**src/rtl/pipe_pkg.sv**
```systemverilog
// Shared pipeline-control definitions: sequencer state encoding, register
// constants and the load-use hazard detector.
package pipe_pkg;

  localparam int unsigned REG_W        = 5;
  localparam int unsigned ID_EX_CTRL_W = 9;
  localparam int unsigned INIT_CNT_W   = 4;

  localparam logic [REG_W-1:0] REG_ZERO = 5'd0;

  typedef enum logic [1:0] {
    INIT    = 2'd0,
    RUN     = 2'd1,
    MEMWAIT = 2'd2
  } state_e;

  // A load writing r0 never creates a real dependency.
  function automatic logic load_use_hit(
    input logic             memread,
    input logic [REG_W-1:0] ex_rt,
    input logic [REG_W-1:0] id_rs,
    input logic [REG_W-1:0] id_rt
  );
    return memread && (ex_rt != REG_ZERO) && ((ex_rt == id_rs) || (ex_rt == id_rt));
  endfunction

endpackage

```
**src/rtl/sat_counter.sv**
```systemverilog
// Saturating up-counter with synchronous clear; holds at all-ones.
module sat_counter #(
  parameter int unsigned W = 16
) (
  input  logic         clk,
  input  logic         clr,
  input  logic         inc,
  output logic [W-1:0] count
);

  always_ff @(posedge clk) begin
    if (clr) begin
      count <= '0;
    end else if (inc && (count != '1)) begin
      count <= count + W'(1);
    end
  end

endmodule

```
**src/rtl/hazard_ctrl.sv**
```systemverilog
// Pipeline sequencing controller: stall/flush/freeze decisions for PC, IF_ID,
// ID_EX and EX_MEM plus saturating stall/flush statistics.
module hazard_ctrl
  import pipe_pkg::*;
#(
  parameter int unsigned INIT_CYCLES = 4,
  parameter int unsigned CNT_W       = 16
) (
  input  logic             clk,
  input  logic             startin,
  input  logic             id_ex_memread,
  input  logic [REG_W-1:0] id_ex_rt,
  input  logic [REG_W-1:0] if_id_rs,
  input  logic [REG_W-1:0] if_id_rt,
  input  logic             id_jump,
  input  logic             ex_branch_taken,
  input  logic             mem_busy,
  output logic             pc_write,
  output logic             if_id_write,
  output logic             if_id_flush,
  output logic             id_ex_flush,
  output logic             ex_mem_write,
  output logic [CNT_W-1:0] stall_count,
  output logic [CNT_W-1:0] flush_count
);

  localparam logic [INIT_CNT_W-1:0] INIT_LAST = INIT_CNT_W'(INIT_CYCLES - 1);

  state_e                  state_q, state_d;
  logic [INIT_CNT_W-1:0]   init_cnt_q, init_cnt_d;
  logic                    pend_br_q, pend_br_d;
  logic                    stall_inc, flush_inc;
  logic                    load_use;

  assign load_use = load_use_hit(id_ex_memread, id_ex_rt, if_id_rs, if_id_rt);

  // State register; reset discards any deferred branch flush.
  always_ff @(posedge clk) begin
    if (startin) begin
      state_q    <= INIT;
      init_cnt_q <= '0;
      pend_br_q  <= 1'b0;
    end else begin
      state_q    <= state_d;
      init_cnt_q <= init_cnt_d;
      pend_br_q  <= pend_br_d;
    end
  end

  // Next-state and control decisions, highest priority first.
  always_comb begin
    state_d      = state_q;
    init_cnt_d   = init_cnt_q;
    pend_br_d    = pend_br_q;
    stall_inc    = 1'b0;
    flush_inc    = 1'b0;
    pc_write     = 1'b0;
    if_id_write  = 1'b0;
    ex_mem_write = 1'b0;
    if_id_flush  = 1'b1;
    id_ex_flush  = 1'b1;

    if (!startin) begin
      case (state_q)
        INIT: begin
          init_cnt_d = init_cnt_q + INIT_CNT_W'(1);
          if (init_cnt_q == INIT_LAST) state_d = RUN;
        end
        RUN, MEMWAIT: begin
          if (mem_busy) begin
            if_id_flush = 1'b0;
            id_ex_flush = 1'b0;
            stall_inc   = 1'b1;
            state_d     = MEMWAIT;
            if (ex_branch_taken) pend_br_d = 1'b1;
          end else if (ex_branch_taken || pend_br_q) begin
            pc_write     = 1'b1;
            if_id_write  = 1'b1;
            ex_mem_write = 1'b1;
            pend_br_d    = 1'b0;
            flush_inc    = 1'b1;
            state_d      = RUN;
          end else if (load_use) begin
            ex_mem_write = 1'b1;
            if_id_flush  = 1'b0;
            stall_inc    = 1'b1;
            state_d      = RUN;
          end else if (id_jump) begin
            pc_write     = 1'b1;
            if_id_write  = 1'b1;
            ex_mem_write = 1'b1;
            id_ex_flush  = 1'b0;
            flush_inc    = 1'b1;
            state_d      = RUN;
          end else begin
            pc_write     = 1'b1;
            if_id_write  = 1'b1;
            ex_mem_write = 1'b1;
            if_id_flush  = 1'b0;
            id_ex_flush  = 1'b0;
            state_d      = RUN;
          end
        end
        default: state_d = INIT;
      endcase
    end
  end

  sat_counter #(.W(CNT_W)) u_stall_cnt (
    .clk   (clk),
    .clr   (startin),
    .inc   (stall_inc),
    .count (stall_count)
  );

  sat_counter #(.W(CNT_W)) u_flush_cnt (
    .clk   (clk),
    .clr   (startin),
    .inc   (flush_inc),
    .count (flush_count)
  );

endmodule

```
**config.mk**
```make
export PLATFORM = sky130hd
export DESIGN_NAME = hazard_ctrl
export DESIGN_NICKNAME = d
export VERILOG_FILES = /design/src/rtl/pipe_pkg.sv /design/src/rtl/sat_counter.sv /design/src/rtl/hazard_ctrl.sv
export SDC_FILE = /design/constraint.sdc
export NUM_CORES = 1
export LEC_CHECK = 0
export ABC_AREA = 0
export CORE_MARGIN = 5
export CORE_UTILIZATION = 48
export DETAILED_ROUTE_END_ITERATION = 6
export PLACE_DENSITY = 0.79
export SLEW_MARGIN = 10
export SYNTH_ARGS = -nofsm -noshare
export SYNTH_HDL_FRONTEND = slang
export SYNTH_SLANG_ARGS = --single-unit
```
**constraint.sdc**
```tcl
create_clock -name clk -period 2.7 [get_ports clk]
set_input_delay 0.405 -clock clk [delete_from_list [all_inputs] [get_ports clk]]
set_output_delay 0.405 -clock clk [all_outputs]
set_load 0.005 [all_outputs]
```
==> results of run 1 <==
## cell type report
cell class	count	area, µm²	area share (%)
clock buffer	5	68.8	2.35
clock inverter	3	15.0	0.513
inverter	13	48.8	1.67
multi-input combinational	196	1230	42.0
sequential	39	781	26.7
tap	52	65.1	2.22
timing repair buffer	77	719	24.6
## stage by stage
step	instances	setup TNS (ps)
after global placement	377	-667
after floorplan	259	0
after detailed placement	377	-1090
after CTS	385	0
final	385	0
after global routing	385	0
## Yosys cell counts
cell      number  area (µm²)
a211oi_1       1        7.51
a21o_1         1        7.51
a21oi_1       26         130
a22oi_1        1        7.51
and4_1         1        8.76
buf_2          3        15.0
buf_4          1        7.51
clkbuf_1       7        26.3
dfxtp_1       39         781
ha_1           5        62.6
inv_1         13        48.8
mux2_2         1        11.3
mux2i_1        4        40.0
nand2_1       16        60.1
nand3_1       18        90.1
nand3b_1       1        7.51
nand4_1        7        43.8
nor2_1        23        86.3
nor2_2         1        6.26
nor2b_1        2        12.5
nor3_1         7        35.0
nor3b_2        1        12.5
nor4_1         2        12.5
o211ai_1       2        15.0
o211ai_2       1        12.5
o21a_1         2        15.0
o21ai_0       15        75.1
o21ai_1        1        5.00
o311ai_0       2        17.5
o31a_1         1        8.76
o31ai_1       11        82.6
o41ai_1        2        17.5
or2_2          1        6.26
or3_1         13        81.3
or3b_1         1        8.76
or4_1         11        82.6
xnor2_1        1        8.76
xor2_1        14         123
## state kept, by name, summed over array words and instances, names as in the netlist
register / cells
u_stall_cnt.count: 16
u_flush_cnt.count: 16
init_cnt_q: 4
pend_br_q: 1
state_q: 2
## report_power, final
part	internal [µW]	switching, µW	total [µW]
combinational	152	147	299
clock	177	211	388
sequential	606	28.8	635
## layer usage
| layer | global-route usage, % | wire [µm] | part of all wire (%) |
|---|---|---|---|
| met5 | 0 | 0 | 0 |
| met2 | 31.4 | 2460 | 46 |
| met1 | 24.5 | 2470 | 46 |
| met3 | 4.35 | 336 | 6.3 |
| met4 | 6.02 | 49 | 0.92 |
## logic make-up after synthesis
group           share of synthesized area (%)
flops                                    37.5
xor+xnor                                 6.32
fa+ha+maj                                3.01
compound gates                           19.3
buf+inv                                  4.69
simple gates                             26.7
mux                                      2.47
## worst reg2reg max path, cell delays in order (launching register included)
cell	delay, ps
dfxtp_1	360
inv_1	60
ha_1	340
nor2b_1	170
or3b_1	350
o21a_1	240
buf_4	190
or4_1	470
a21oi_1	160
## what timing repair did
| item | CTS | global route |
|---|---|---|
| setup endpoints to repair | 4 | 3 |
| pin swaps | 2 | 0 |
| gates resized for setup | 8 | 4 |
| hold buffers | 0 | 0 |
## worst paths after layout
kind,to,start,slack (ps)
worst max-delay path,id_ex_flush,id_ex_rt[3],150
worst min-delay path,u_flush_cnt.count[13],u_flush_cnt.count[13],500
worst max register to register,u_stall_cnt.count[9],state_q[0],300
worst min register to register,u_flush_cnt.count[13],u_flush_cnt.count[13],500
==> summary.txt, run 1 <==
Die
  – I/O Pins: between 50 and 60
  – Row count: 24
  – Die ar.: approximately 5700 µm²
  – Die Span Y: ~76 µm
  – CORE AREA: between 4000 and 5000 µm²
  – Die Wd: 75.8 µm
  – Initial Utilization: approximately 49%

Outcome
  – Status: finished clean

Cells and area
  – Area grow syn2layout: 40.9%
  – Final nets: 358
  – Most common cell after layout, fill and taps aside: clkdlybuf4s50_1
  – Commonest non-fill, non-tap cells in the layout: clkdlybuf4s50_1, dfxtp_1, a21oi_1
  – Fin util: between 60 and 70%
  – Share of layout cells above drive strength 1: between 10% and 20%
  – Layout fillers: 352
  – Final instance area: approximately 2900 µm²
  – Antenna diodes: 0

Critical path
  – CP dominant cell by count: nor3_1
  – Crit. End Element: output port
  – Startpoint Class: input port
  – WP buf/inv: 3
  – Critical path type: in -> out
  – Worst path depth: 9
  – Crit-path cells: clkdlybuf4s50_1 > buf_4 > xor2_1 > nor3_1 > a22oi_2 > nor2_2 > nor3_1 > o21ai_0 > dlygate4sd2_1
  – CP peak stage delay: around 430 ps
  – Reg2Reg Depth: 8
  – CP max FO: 3
  – Crit path arrival time: approximately 2100 ps
  – Slowest-stage cell, CP: clkdlybuf4s50_1
  – Cell class contributing the biggest share of worst-path delay: buffers and inverters
  – Worst Path Required: around 2300 ps

Clock tree
  – CTS tree: yes
  – Clock latency on the worst-skew pair: about 300 ps
  – CTS max path bufs: 2
  – Total setup buffers inserted after CTS: 0
  – Worst-path clk slew: 80 ps
  – Clock Tree Root: clkbuf_8
  – H-Tree Depth: 2
  – Num CTS Buffers: 5
  – TritonCTS Sinks: 39

Timing
  – Slew margin rel.: 70.4%
  – Worst hold margin: roughly 500 ps
  – Period minus WS final: around 2500 ps
  – Worst slew pin tran: 444 ps
  – Final setup violation count: 0
  – Tcrit/Tclk final: ~94%
  – RSZ-0062 raised after global routing: no
  – Worst Clk Skew: 6.57 ps
  – Final hold violations: 0
  – Setup ws final: around 150 ps
  – Max-slew violations: 0
  – Max Fclk: slightly below 400 MHz

Power
  – Worst VDD drop: between 0.0004 and 0.0005 V
  – Power per Cell Area: 451 nW/µm²
  – Pleak: between 0.0009 and 0.001 µW
  – Post-layout total power: 1320 µW

Routing
  – Avg WL per Cell: approximately 14 µm
  – Final wirelength: 5.31 mm
  – DRT antenna net count: 0
  – Number of DRC markers in iteration 0: between 100 and 150
  – Via density: around 5.6
  – Via count: roughly 2200
  – DRC: 0
  – 1st-pass router iterations: 4

Logic synthesis
  – Syn avg cell area: around 8.0 µm²
  – Syn Nets: about 290
  – Flops & latches, synth: 39
  – Seq/Total Area, Yosys: between 30% and 40%
  – Yosys cell types: 38
  – Mapped Area: slightly above 2000 µm²
  – Post-synthesis cell count: ~260
  – Yosys warns: 0

Global route
  – First-pass GRT wire length: about 8.4 mm
  – Maximum number of pins on one net before global-route repair: 31
  – Initial antenna violation count: 0
  – Vias in the first global route: ~1900
  – Total gr overflow: 0
  – Total track usage: about a fifth

Placement
  – Place WS: -198 ps
  – Number of port buffers: 57
  – Routability cong.: between 0.8 and 0.9
  – Post-place instance area: around 2800 µm²
  – DP HPWL: ~4 mm

Flow run
  – Maxcap violations: 0

Worst hold path
  – HP Class: reg -> reg
  – Hold path cells: 2
Power figures use the tool's default switching activity.
==> run 2: changes to the inputs <==
--- a/config.mk
+++ b/config.mk
@@ -7,8 +7,9 @@
 export LEC_CHECK = 0
 export ABC_AREA = 0
+export CORE_ASPECT_RATIO = 1.1
 export CORE_MARGIN = 5
-export CORE_UTILIZATION = 48
+export CORE_UTILIZATION = 29
 export DETAILED_ROUTE_END_ITERATION = 6
-export PLACE_DENSITY = 0.79
+export PLACE_DENSITY = 0.52
 export SLEW_MARGIN = 10
 export SYNTH_ARGS = -nofsm -noshare
==> constraint.sdc (replaced) <==
create_clock -name clk -period 2.7 [get_ports clk]
set_input_delay 0.405 -clock clk [delete_from_list [all_inputs] [get_ports clk]]
set_output_delay 0.405 -clock clk [all_outputs]
set_load 0.05 [all_outputs]
==> summary.txt, run 2 (same netlist as run 1, synthesis figures left out) <==
Outcome
  – Status: finished clean

Critical path
  – Cell class contributing the biggest share of worst-path delay: simple AND/OR/NAND/NOR gates
  – Crit path arrival time: 2210 ps
  – Worst Path Required: between 2000 and 2500 ps
  – Critical path type: in -> out
  – Startpoint Class: input port
  – WP buf/inv: 2
  – CP peak stage delay: 580 ps
  – Crit-path cells: clkdlybuf4s50_1 > or4_1 > o21ai_0 > o21ai_0 > a21o_1 > nand2_1 > buf_12
  – Slowest-stage cell, CP: or4_1
  – Crit. End Element: output port
  – CP max FO: 2
  – CP dominant cell by count: o21ai_0

Clock tree
  – Hold_buf cts: 0
  – CTS tree: yes
  – CTS max path bufs: 2
  – Num CTS Buffers: 5
  – Clock latency on the worst-skew pair: roughly 300 ps
  – Worst-path clk slew: about 80 ps
  – H-Tree Depth: 2
  – Clock Tree Root: clkbuf_8
  – TritonCTS Sinks: 39

Routing
  – Final wirelength: between 5 and 6 mm
  – 1st-pass router iterations: 4
  – DRT antenna net count: 0
  – Via count: 2117
  – Number of DRC markers in iteration 0: ~70
  – Avg WL per Cell: around 13 µm
  – DRC: 0
  – Via density: 5.04

Cells and area
  – Area grow syn2layout: 45.5%
  – Share of layout cells above drive strength 1: 12.5%
  – Commonest non-fill, non-tap cells in the layout: clkdlybuf4s50_1, dfxtp_1, a21oi_1
  – Final nets: 360
  – Antenna diodes: 0
  – Largest registers: u_flush_cnt.count: 16 flops, u_stall_cnt.count: 16 flops, init_cnt_q: 4 flops
  – Fin cells: 420
  – Most common cell after layout, fill and taps aside: clkdlybuf4s50_1

Power
  – Switching Fraction: between 30% and 40%
  – Switching Power: about 450 µW
  – Pleak: about 0.0010 µW
  – Logic pwr share: between 20 and 30%
  – Worst VDD drop: between 0.00015 and 0.0002 V
  – Clock share of power: between 20 and 30%
  – Internal power: between 900 and 1000 µW
  – Power per Cell Area: 471 nW/µm²
  – Seq pwr share: between 40% and 50%

Timing
  – Final hold violations: 0
  – Period minus WS final: around 2600 ps
  – Max Fclk: 383 MHz
  – Worst Clk Skew: 7.43 ps
  – Max-slew violations: 0
  – Tcrit/Tclk final: 96.7%
  – Slew margin rel.: 66.4%
  – Final setup violation count: 0
  – Worst hold margin: 510 ps
  – Setup tns final: 0 ps
  – RSZ-0062 raised after global routing: no
  – Worst slew pin tran: 503 ps

Global route
  – Total track usage: between 10% and 20%
  – Vias in the first global route: about 2100
  – Total gr overflow: 0
  – Maximum number of pins on one net before global-route repair: 37
  – First-pass GRT wire length: ~9.8 mm
  – Initial antenna violation count: 0

Flow run
  – Maxcap violations: 0

Die
  – I/O Pins: 58
  – Die Span Y: slightly below 100 µm
  – CORE AREA: ~7000 µm²
  – Die Wd: slightly above 90 µm
  – Row count: 32
  – Initial Utilization: approximately 30%
  – Die ar.: between 8000 and 9000 µm²

Placement
  – Placed instance count: 412
  – Number of port buffers: 57
  – Routability cong.: roughly 0.73
  – DP HPWL: ~4.3 mm

Worst hold path
  – HP Class: reg -> reg
run 2: cell count changes in the layout (fill, tap and decap cells not counted), sizes merged:
cell           before  now
buf                20   27
clkdlybuf4s50      53   52
clkinv              3    1
clkinvlp            0    2
dlygate4sd2         3    0
dlymetal6s2s        1    0
run 2: worst reg2reg max path, stage by stage, from the launching register on:
cell and delay, ps:
dfxtp_1 360, inv_1 50, ha_1 280, nor2b_1 190, or3b_1 360, o21a_1 340
buf_4 250, or3_1 340, a21oi_1 130
run 2: metrics by stage:
stage / setup slack (ps) / area (µm²) / util (%) / power, µW
final: 88.6 / 3030 / 43.2 / 1430
after detailed placement: -53.2 / 2930 / 41.9 / 1040
after global placement: -31.7 / 2930 / 41.9 / 1030
after global routing: 13.8 / 3030 / 43.2 / 1520
after CTS: 33.9 / 3020 / 43.1 / 1450
after floorplan: 123 / 2090 / - / 869
run 2: final timing paths:
check	startpoint	endpoint	cells after the start	slack, ps
setup / recovery	id_ex_rt[1]	if_id_flush	7	90
hold / removal	u_stall_cnt.count[9]	u_stall_cnt.count[9]	2	510
setup reg to reg	state_q[1]	u_stall_cnt.count[3]	8	340
hold reg to reg	u_stall_cnt.count[9]	u_stall_cnt.count[9]	2	510
run 2: metal layers:
layer  GRT usage, %  vias to the layer above  part of all wire (%)
met1           16.2                      977                    46
met3           3.44                        5                   4.3
met5              0                        -                     0
met4           3.44                        0                  0.83
li1               -                     1096                     -
met2           22.2                       39                    48
run 2: final cells by class:
type	count	area, µm²
fill	723	3980
multi-input combinational	196	1220
timing repair buffer	79	786
sequential	39	781
tap	85	106
clock buffer	5	68.8
inverter	13	48.8
clock inverter	3	20.0
run 2: power groups by stage:
stage	combinational [µW]	sequential [µW]	clock, µW
detailed placement	389	647	0
finish	387	634	405
floorplan	216	653	0
CTS	391	634	425
global placement	385	647	0
global route	427	640	450
run 2: what timing repair did:
| action | 4_1_cts | 5_1_grt |
|---|---|---|
| buffers inserted | 0 | 0 |
| resized for setup | 0 | 2 |
| endpoints found under the setup margin | 0 | 2 |
